<file path="src/rtl/alu_pkg.sv">
// Shared opcode, flag-index and FSM state definitions for the ALU execute stage.
package alu_pkg;

  localparam logic [1:0] OP_SUB    = 2'b00;
  localparam logic [1:0] OP_NAND   = 2'b01;
  localparam logic [1:0] OP_LONES  = 2'b10;
  localparam logic [1:0] OP_ONEHOT = 2'b11;

  localparam int unsigned FLG_ZERO = 0;
  localparam int unsigned FLG_NEG  = 1;
  localparam int unsigned FLG_OVF  = 2;
  localparam int unsigned FLG_ERR  = 3;

  typedef enum logic [1:0] {
    ST_IDLE = 2'd0,
    ST_BUSY = 2'd1,
    ST_DONE = 2'd2
  } state_t;

endpackage

</file>
<file path="src/rtl/alu_bit_scanner.sv">
// Serial MSB-first scanner over {B,A}: leading-ones count (mode 0) or
// lowest-set-bit index with multiple-ones error (mode 1).
module alu_bit_scanner #(
  parameter int unsigned WIDTH = 4
) (
  input  logic                 i_CLK,
  input  logic                 i_RSTn,
  input  logic                 i_START,
  input  logic                 i_MODE,
  input  logic [2*WIDTH-1:0]   i_VEC,
  output logic                 o_DONE,
  output logic [WIDTH-1:0]     o_COUNT,
  output logic                 o_ERR
);

  localparam int unsigned IW = $clog2(2 * WIDTH);

  logic [IW-1:0]    r_idx;
  logic [WIDTH-1:0] r_count;
  logic             r_seen;
  logic             r_err;
  logic             w_bit;
  logic             w_last;

  // Outputs are this cycle's result so the caller can latch them on the done edge.
  always_comb begin
    w_bit   = i_VEC[r_idx];
    w_last  = (r_idx == '0);
    o_DONE  = w_last;
    o_COUNT = r_count;
    o_ERR   = r_err;
    if (i_MODE) begin
      o_COUNT = w_bit ? WIDTH'(r_idx) : r_count;
      o_ERR   = r_err | (w_bit & r_seen);
    end else begin
      o_DONE  = ~w_bit | w_last;
      o_COUNT = r_count + WIDTH'(w_bit);
    end
  end

  always_ff @(posedge i_CLK or negedge i_RSTn) begin
    if (!i_RSTn) begin
      r_idx   <= '0;
      r_count <= '0;
      r_seen  <= 1'b0;
      r_err   <= 1'b0;
    end else if (i_START) begin
      r_idx   <= IW'(2 * WIDTH - 1);
      r_count <= '0;
      r_seen  <= 1'b0;
      r_err   <= 1'b0;
    end else begin
      if (!w_last) r_idx <= r_idx - 1'b1;
      r_count <= o_COUNT;
      r_err   <= o_ERR;
      r_seen  <= r_seen | w_bit;
    end
  end

endmodule

</file>
<file path="src/rtl/alu_exec_stage.sv">
// ALU execute stage with ready/valid handshake. Define ALU_SERIAL_EN to run
// LONES/ONEHOT as a one-bit-per-cycle scan; otherwise they complete in one cycle.
module alu_exec_stage
  import alu_pkg::*;
#(
  parameter int unsigned WIDTH = 4
) (
  input  logic             i_CLK,
  input  logic             i_RSTn,
  input  logic             i_VALID,
  output logic             o_READY,
  input  logic [WIDTH-1:0] i_A,
  input  logic [WIDTH-1:0] i_B,
  input  logic [1:0]       i_OP,
  output logic             o_VALID,
  input  logic             i_READY,
  output logic [WIDTH-1:0] o_Y,
  output logic [3:0]       o_FLAGS
);

  state_t           r_state;
  logic             r_valid;
  logic [WIDTH-1:0] r_y;
  logic [3:0]       r_flags;

  logic             w_accept;
  logic [WIDTH-1:0] w_diff;
  logic [WIDTH-1:0] w_imm_y;
  logic             w_imm_ovf;
  logic             w_imm_neg_en;
  logic             w_imm_err;
  logic [3:0]       w_imm_flags;

  function automatic logic [3:0] f_flags(input logic [WIDTH-1:0] y, input logic neg_en,
                                         input logic ovf, input logic err);
    logic [3:0] f;
    f           = '0;
    f[FLG_ZERO] = (y == '0);
    f[FLG_NEG]  = neg_en & y[WIDTH-1];
    f[FLG_OVF]  = ovf;
    f[FLG_ERR]  = err;
    return f;
  endfunction

`ifndef ALU_SERIAL_EN
  function automatic logic [WIDTH-1:0] f_lones(input logic [2*WIDTH-1:0] c);
    logic             run;
    logic [WIDTH-1:0] n;
    run = 1'b1;
    n   = '0;
    for (int unsigned i = 0; i < 2 * WIDTH; i++) begin
      if (run && c[2*WIDTH-1-i]) n = n + 1'b1;
      else run = 1'b0;
    end
    return n;
  endfunction

  // Ascending search: first hit is the lowest set bit, any further hit is an error.
  function automatic logic [WIDTH:0] f_onehot(input logic [2*WIDTH-1:0] c);
    logic             seen;
    logic             err;
    logic [WIDTH-1:0] y;
    seen = 1'b0;
    err  = 1'b0;
    y    = '0;
    for (int unsigned i = 0; i < 2 * WIDTH; i++) begin
      if (c[i]) begin
        if (seen) err = 1'b1;
        else y = WIDTH'(i);
        seen = 1'b1;
      end
    end
    return {err, y};
  endfunction
`endif

  assign o_READY  = (r_state == ST_IDLE) | ((r_state == ST_DONE) & i_READY);
  assign o_VALID  = r_valid;
  assign o_Y      = r_y;
  assign o_FLAGS  = r_flags;
  assign w_accept = i_VALID & o_READY;

  always_comb begin
    w_diff       = i_A - i_B;
    w_imm_y      = w_diff;
    w_imm_ovf    = (i_A[WIDTH-1] ^ i_B[WIDTH-1]) & (w_diff[WIDTH-1] ^ i_A[WIDTH-1]);
    w_imm_neg_en = 1'b1;
    w_imm_err    = 1'b0;
    case (i_OP)
      OP_NAND: begin
        w_imm_y   = ~(i_A & i_B);
        w_imm_ovf = 1'b0;
      end
`ifndef ALU_SERIAL_EN
      OP_LONES: begin
        w_imm_y      = f_lones({i_B, i_A});
        w_imm_ovf    = 1'b0;
        w_imm_neg_en = 1'b0;
      end
      OP_ONEHOT: begin
        {w_imm_err, w_imm_y} = f_onehot({i_B, i_A});
        w_imm_ovf    = 1'b0;
        w_imm_neg_en = 1'b0;
      end
`endif
      default: ;
    endcase
    w_imm_flags = f_flags(w_imm_y, w_imm_neg_en, w_imm_ovf, w_imm_err);
  end

`ifdef ALU_SERIAL_EN
  logic [1:0]         r_op;
  logic [2*WIDTH-1:0] r_vec;
  logic               w_is_scan;
  logic               w_start;
  logic               w_scan_done;
  logic [WIDTH-1:0]   w_scan_count;
  logic               w_scan_err;

  assign w_is_scan = (i_OP == OP_LONES) | (i_OP == OP_ONEHOT);
  assign w_start   = w_accept & w_is_scan;

  alu_bit_scanner #(.WIDTH(WIDTH)) u_scan (
    .i_CLK   (i_CLK),
    .i_RSTn  (i_RSTn),
    .i_START (w_start),
    .i_MODE  (r_op == OP_ONEHOT),
    .i_VEC   (r_vec),
    .o_DONE  (w_scan_done),
    .o_COUNT (w_scan_count),
    .o_ERR   (w_scan_err)
  );
`endif

  always_ff @(posedge i_CLK or negedge i_RSTn) begin
    if (!i_RSTn) begin
      r_state <= ST_IDLE;
      r_valid <= 1'b0;
      r_y     <= '0;
      r_flags <= '0;
`ifdef ALU_SERIAL_EN
      r_op    <= OP_SUB;
      r_vec   <= '0;
`endif
    end else begin
      case (r_state)
        ST_IDLE, ST_DONE: begin
          if (r_state == ST_DONE && i_READY) begin
            r_state <= ST_IDLE;
            r_valid <= 1'b0;
          end
          if (w_accept) begin
`ifdef ALU_SERIAL_EN
            r_op  <= i_OP;
            r_vec <= {i_B, i_A};
            if (w_is_scan) begin
              r_state <= ST_BUSY;
              r_valid <= 1'b0;
            end else
`endif
            begin
              r_state <= ST_DONE;
              r_valid <= 1'b1;
              r_y     <= w_imm_y;
              r_flags <= w_imm_flags;
            end
          end
        end
`ifdef ALU_SERIAL_EN
        ST_BUSY: begin
          if (w_scan_done) begin
            r_state <= ST_DONE;
            r_valid <= 1'b1;
            r_y     <= w_scan_count;
            r_flags <= f_flags(w_scan_count, 1'b0, 1'b0,
                               (r_op == OP_ONEHOT) & w_scan_err);
          end
        end
`endif
        default: begin
          r_state <= ST_IDLE;
          r_valid <= 1'b0;
        end
      endcase
    end
  end

endmodule

</file>
<file path="config.mk">
export PLATFORM = sky130hd
export DESIGN_NAME = alu_exec_stage
export DESIGN_NICKNAME = d
export VERILOG_FILES = /design/src/rtl/alu_pkg.sv /design/src/rtl/alu_bit_scanner.sv /design/src/rtl/alu_exec_stage.sv
export SDC_FILE = /design/constraint.sdc
export NUM_CORES = 1
export LEC_CHECK = 0
export CAP_MARGIN = 20
export CORE_AREA = 2 2 64 66
export DETAILED_ROUTE_END_ITERATION = 6
export DIE_AREA = 0 0 66 68
export PLACE_DENSITY = 0.59
export SLEW_MARGIN = 0
export SYNTH_ARGS = -nofsm -noshare
export SYNTH_HDL_FRONTEND = slang
export SYNTH_SLANG_ARGS = --single-unit
</file>
<file path="constraint.sdc">
create_clock -name i_CLK -period 1.5 [get_ports i_CLK]
set_input_delay 0.225 -clock i_CLK [delete_from_list [all_inputs] [get_ports i_CLK]]
set_output_delay 0.225 -clock i_CLK [all_outputs]
set_load 0.03 [all_outputs]
</file>
Word level (Yosys, flattened, before mapping):

Cells that the tools add are included.

* register bits after elaboration: 11
* input bits: 14
* output and inout bits: 10

* $add $sub $neg: 8
* eq/ne operators: 5
* multiplexer cells: 84
* bitwise operators: 9
* reduce and logical (&&, ||, !) cells: 14

Operator list (count)
* two-way mux 4 bit: 27
* two-way mux 1 bit: 53
* adder 4 x 1 -> 4 bit (second input constant): 7
* case mux 4 bit (3 select lines): 1
* logical AND 1 bit: 8
* equality test 2 bit (second input constant): 3
* two-way mux 2 bit: 3
* bitwise AND 1 bit: 4
* bitwise AND 4 bit: 1
* zero test 4 bit: 1
* inverter 4 bit: 1
* OR reduction 2 bit: 2
* subtractor 4 bit: 1
* inequality test 3 bit (second input constant): 1
* OR reduction 3 bit: 1
* equality test 2 x 1 -> 1 bit (second input constant): 1
* zero test 2 bit: 1
* AND reduction 2 bit: 1
* XOR 1 bit: 2
* bitwise OR 1 bit: 1

Depth between registers and ports, before layout:

* word-level depth: 24
* mapped depth: 22

Least setup slack after synthesis:

OpenSTA, ideal clock, no wires.

* kind: input to register
* from: input i_B[2]
* to: register r_flags[0] (netlist: o_FLAGS[0])
* setup time: 0.122 ns
* arrival time: 4.229 ns
* data required time: 1.378 ns
* setup slack: -2.850 ns
* cell stages on the path: 21
* path through: clkbuf_1 -> and2_1 -> ha_1 -> or2b_1 -> and2_1 -> ha_1 -> nand2_1 -> nand2_1 -> ha_1 -> mux2i_1 -> o21ai_0 -> ha_1 -> nor2_1 -> nor2_1 -> ha_1 -> a21bo_2 -> a2111oi_2 -> nor2_1 -> xnor2_1 -> mux4_2 -> a32o_1

* longest elaborated chain between the ends: 22

Ends and longest elaborated chain
* from (decl): line alu_exec_stage.sv:13 `input logic [WIDTH-1:0] i_B,`
* logical AND 1 bit: line alu_exec_stage.sv:52 `if (run && c[2*WIDTH-1-i]) n = n + 1'b1;`
* two-way mux 4 bit or two-way mux 1 bit (tied branches): line alu_exec_stage.sv:52
* two-way mux 4 bit or two-way mux 1 bit (tied branches): line alu_exec_stage.sv:89 `case (i_OP)`
* adder 4 x 1 -> 4 bit or logical AND 1 bit (tied branches): line alu_exec_stage.sv:52
* two-way mux 4 bit or two-way mux 1 bit (tied branches): line alu_exec_stage.sv:52
* two-way mux 4 bit or two-way mux 1 bit (tied branches): line alu_exec_stage.sv:89
* adder 4 x 1 -> 4 bit or logical AND 1 bit (tied branches): line alu_exec_stage.sv:52
* two-way mux 4 bit or two-way mux 1 bit (tied branches): line alu_exec_stage.sv:52
* (+6 left out)
* two-way mux 4 bit or two-way mux 1 bit (tied branches): line alu_exec_stage.sv:89
* adder 4 x 1 -> 4 bit or logical AND 1 bit (tied branches): line alu_exec_stage.sv:52
* two-way mux 4 bit or two-way mux 1 bit (tied branches): line alu_exec_stage.sv:52
* two-way mux 4 bit or two-way mux 1 bit (tied branches): line alu_exec_stage.sv:89
* adder 4 x 1 -> 4 bit or logical AND 1 bit (tied branches): line alu_exec_stage.sv:52
* two-way mux 4 bit: line alu_exec_stage.sv:52
* case mux 4 bit (3 select lines) *: line alu_exec_stage.sv:89
* zero test 4 bit *: line alu_exec_stage.sv:38 `f[FLG_ZERO] = (y == '0);`
* to (signal assigned): line alu_exec_stage.sv:165 `r_flags <= w_imm_flags;`
* to (decl): line alu_exec_stage.sv:24 `logic [3:0] r_flags;`

Mark *: on every way between the ends. The rest lies on a longest branch, timed or not. The select of a mux whose other input is x is not followed.
A chain may end at the register's enable or synchronous reset.

Worst setup path after layout:

* from: input i_B[3]
* to: register r_flags[0] (netlist: o_FLAGS[0])

* longest elaborated chain between the ends: 24

Ends and longest elaborated chain (line)
* two-way mux 1 bit: alu_exec_stage.sv:52
* two-way mux 4 bit or two-way mux 1 bit (tied branches): alu_exec_stage.sv:89
* adder 4 x 1 -> 4 bit or logical AND 1 bit (tied branches): alu_exec_stage.sv:52
* two-way mux 4 bit or two-way mux 1 bit (tied branches): alu_exec_stage.sv:52
* two-way mux 4 bit or two-way mux 1 bit (tied branches): alu_exec_stage.sv:89
* adder 4 x 1 -> 4 bit or logical AND 1 bit (tied branches): alu_exec_stage.sv:52
* two-way mux 4 bit or two-way mux 1 bit (tied branches): alu_exec_stage.sv:52
* two-way mux 4 bit or two-way mux 1 bit (tied branches): alu_exec_stage.sv:89
* (+8 left out)
* two-way mux 4 bit or two-way mux 1 bit (tied branches): alu_exec_stage.sv:89
* adder 4 x 1 -> 4 bit or logical AND 1 bit (tied branches): alu_exec_stage.sv:52
* two-way mux 4 bit or two-way mux 1 bit (tied branches): alu_exec_stage.sv:52
* two-way mux 4 bit or two-way mux 1 bit (tied branches): alu_exec_stage.sv:89
* adder 4 x 1 -> 4 bit or logical AND 1 bit (tied branches): alu_exec_stage.sv:52
* two-way mux 4 bit: alu_exec_stage.sv:52
* case mux 4 bit (3 select lines) *: alu_exec_stage.sv:89
* zero test 4 bit *: alu_exec_stage.sv:38

Marks and branches as above.

==> impl_metrics.py <==
metrics = {
    "sta": {
        "period_share_pct": 269,
        "setup_viol_count_final": 8,
        "worst_slew_pin_slew_ns": 0.478,
        "maxSlewViolCount": 0,
        "max_freq_mhz": 248,
        "rsz0062_at_grt": "true",
        "layout_setup_ws_ns": -2.53,
        "period_minus_slack_ns": 4.03,
        "finalHoldViolations": 0,
        "skew_ns": 0.00605,
        "slew_headroom_pct": 68.1,
    },
    "place": {
        "dp.cells": 272,
        "hpwl_um": 3080,
        "place_ws_ns": -3.26,
        "port_buffers": 23,
        "gp_congestion": 0.872,
        "place_area_um2": 1950,
    },
    "yosys": {
        "synth_edf_count": 0,
        "syn_inst": 158,
        "synth_area_um2": 1270,
        "synth_seq_area_share_pct": 17.8,
        "synth-main-ff-cell": "dfrtp_1",
        "avgSynthCellArea_um2": 8.02,
        "syn_nets": 186,
        "ys_warn_count": 0,
        "synth_seq_cells": 9,
        "synthArstFlopShare_pct": 100,
        "ys_types": 56,
    },
    "floorplan": {
        "core_um2": 3860,
        "die_w_um": 66,
        "start_util_pct": 32.9,
        "die_h_um": 68,
        "boundaryPins": 24,
        "die_area_um2": 4490,
        "num_rows": 23,
    },
    "cts": {
        "cts_sinks": 9,
        "cts.path.max_buffers": 2,
        "cts_buffers": 3,
        "cts-root-buf": "clkbuf_8",
        "cts_hold_buf": 0,
        "clk_latency_ns": 0.23,
        "path_clk_slew_ns": 0.05,
        "htreeDepth": 1,
        "tritoncts": "done",
    },
    "final_layout": {
        "area_delta_synth_final_pct": 88.6,
        "fin_area_um2": 2390,
        "fillers": 310,
        "diodes": 0,
        "drive_gt1_share_pct": 50.4,
        "fin_nets": 275,
        "stdcell_count": 296,
    },
    "drt": {
        "post_drt_wl_per_cell_um": 13.6,
        "drt_pre_antenna_iters": 6,
        "vias_per_cell": 5.11,
        "drc": 0,
        "num_vias": 1513,
        "drt_wl_total_um": 4040,
        "first_iter_violations": 38,
        "drtAntennaViolNets": 0,
    },
    "global_route": {
        "grt_max_degree": 12,
        "grt-ovfl-total": 0,
        "grt_pass1_wl_um": 6590,
        "antenna_found_initial": 0,
        "grt_use_total_pct": 18.6,
        "grt_pass1_vias": 1527,
    },
    "run": {
        "maxCapViolations": 0,
    },
    "power": {
        "leakagePower_nw": 1.10,
        "peakVddDrop_v": 0.000188,
        "power.density_nw_per_um2": 533,
    },
    "setup_path": {
        "path_max_fanout": 3,
        "crit_type": "in2reg",
        "worstSetupEndpointType": "register",
        "r2r-start": "r_state[1]$_DFFE_PN0P_",
        "cp.arrival_ns": 4.15,
        "crit_required_ns": 1.62,
        "crit_path_start_kind": "input pin",
        "worst_setup_path_startpoint": "i_B[3]",
    },
    "run_status": {
        "status": "complete, but fails checks",
        "violations": "setup timing",
    },
    "worst_hold_path": {
        "min_path_type": "in2async",
    },
}
where the power goes:
group / switching [W] / internal, W
Sequential: 0.0000169 / 0.000277
Combinational: 0.000332 / 0.000373
Clock: 0.0000946 / 0.000181
sequential cells by signal, indices dropped and copies added (netlist names):
register	flops
r_state	1
o_FLAGS	4
o_Y	4
cell type report:
cell class | instances | area (um^2) | share of cell area (%)
clock inverters | 1 | 5.00 | 0.209
flip-flops and latches | 9 | 225 | 9.42
clock buffers | 3 | 41.3 | 1.73
well taps | 50 | 62.6 | 2.62
inverters | 8 | 30.0 | 1.26
multi-input cells | 132 | 1190 | 49.7
repair buffers | 93 | 840 | 35.1
stage by stage:
step,hold WS [ns],total power (W),utilization (%),TNS (ns)
after floorplan,-0.0706,0.000603,-,-9.62
after global placement,0.468,0.000861,50.6,-14.87
after detailed placement,0.475,0.000875,50.6,-15.19
after CTS,0.298,0.00121,55.6,-9.67
after global routing,0.324,0.00136,62.0,-11.18
final,0.284,0.00127,62.0,-10.19
cells in the mapped netlist (all sizes together) (5+ instances only):
library cell	count	area, um^2
dfrtp	9	225
and2	6	37.5
nor2	9	33.8
nand2	15	56.3
ha	13	163
nor2b	5	31.3
o21ai	9	45.0
clkbuf	5	18.8
inv	8	30.0
a21oi	6	30.0
nor3	5	25.0
critical path: stages:
cell       delay (ns)
buf_6            0.09
and2_4           0.16
ha_4             0.22
or2b_1           0.22
and2_4           0.15
ha_4             0.27
nand2_2          0.05
nand2_2          0.07
ha_4             0.20
mux2i_2          0.18
o21ai_1          0.10
ha_1             0.31
nor2_1           0.09
nor2_1           0.05
ha_2             0.19
a21bo_4          0.22
a2111oi_4        0.37
nor2_1           0.09
xnor2_1          0.13
mux4_2           0.46
a32o_1           0.27
repair_timing:
action / CTS / global route
pin swaps: 19 / 21
endpoints found under the setup margin: 9 / 13
gates resized for setup: 54 / 42
setup buffers: 10 / 11
logic make-up after synthesis:
logic type,share of synthesized area [%]
AND/OR/NAND/NOR,27.0
AO/OA/AOI/OAI,26.7
buffers and inverters,5.63
adder cells (fa/ha/maj),15.2
flip-flops,17.8
XOR/XNOR,3.46
multiplexers,4.24
layer usage:
metal / routed length, um / vias up / global-route usage [%]
li1: - / 765 / -
met1: 1710 / 723 / 20.6
met2: 2230 / 23 / 38.6
met3: 88 / 2 / 0.493
met4: 18 / 0 / 4.59
met5: 0 / - / 0
path summary, 6_finish.rpt:
kind	end	depth (start not counted)	slack [ns]
setup / recovery	o_FLAGS[0]$_DFFE_PN0P_	21	-2.53
hold / removal	o_FLAGS[1]$_DFFE_PN0P_	1	0.28
setup reg to reg	o_FLAGS[0]$_DFFE_PN0P_	7	-0.09
hold reg to reg	o_Y[3]$_DFFE_PN0P_	2	0.48
max in group asynchronous	r_state[1]$_DFFE_PN0P_	1	0.93
min in group i_CLK	o_Y[3]$_DFFE_PN0P_	2	0.48
cell usage in the layout, fill, tap and decap left out, drive strengths merged, types with 3 or more instances in the layout:
master,n
nand2,15
and2,6
a211oi,3
buf,77
nand3,4
clkbuf,4
inv,8
nand2b,4
a21oi,6
nor4,3
o211ai,4
a21boi,3
ha,13
nor2b,5
nor2,9
dfrtp,9
xor2,3
clkdlybuf4s50,8
nor3,5
o21ai,9
dlymetal6s2s,5
No activity file was read; power rests on OpenSTA's default activity.
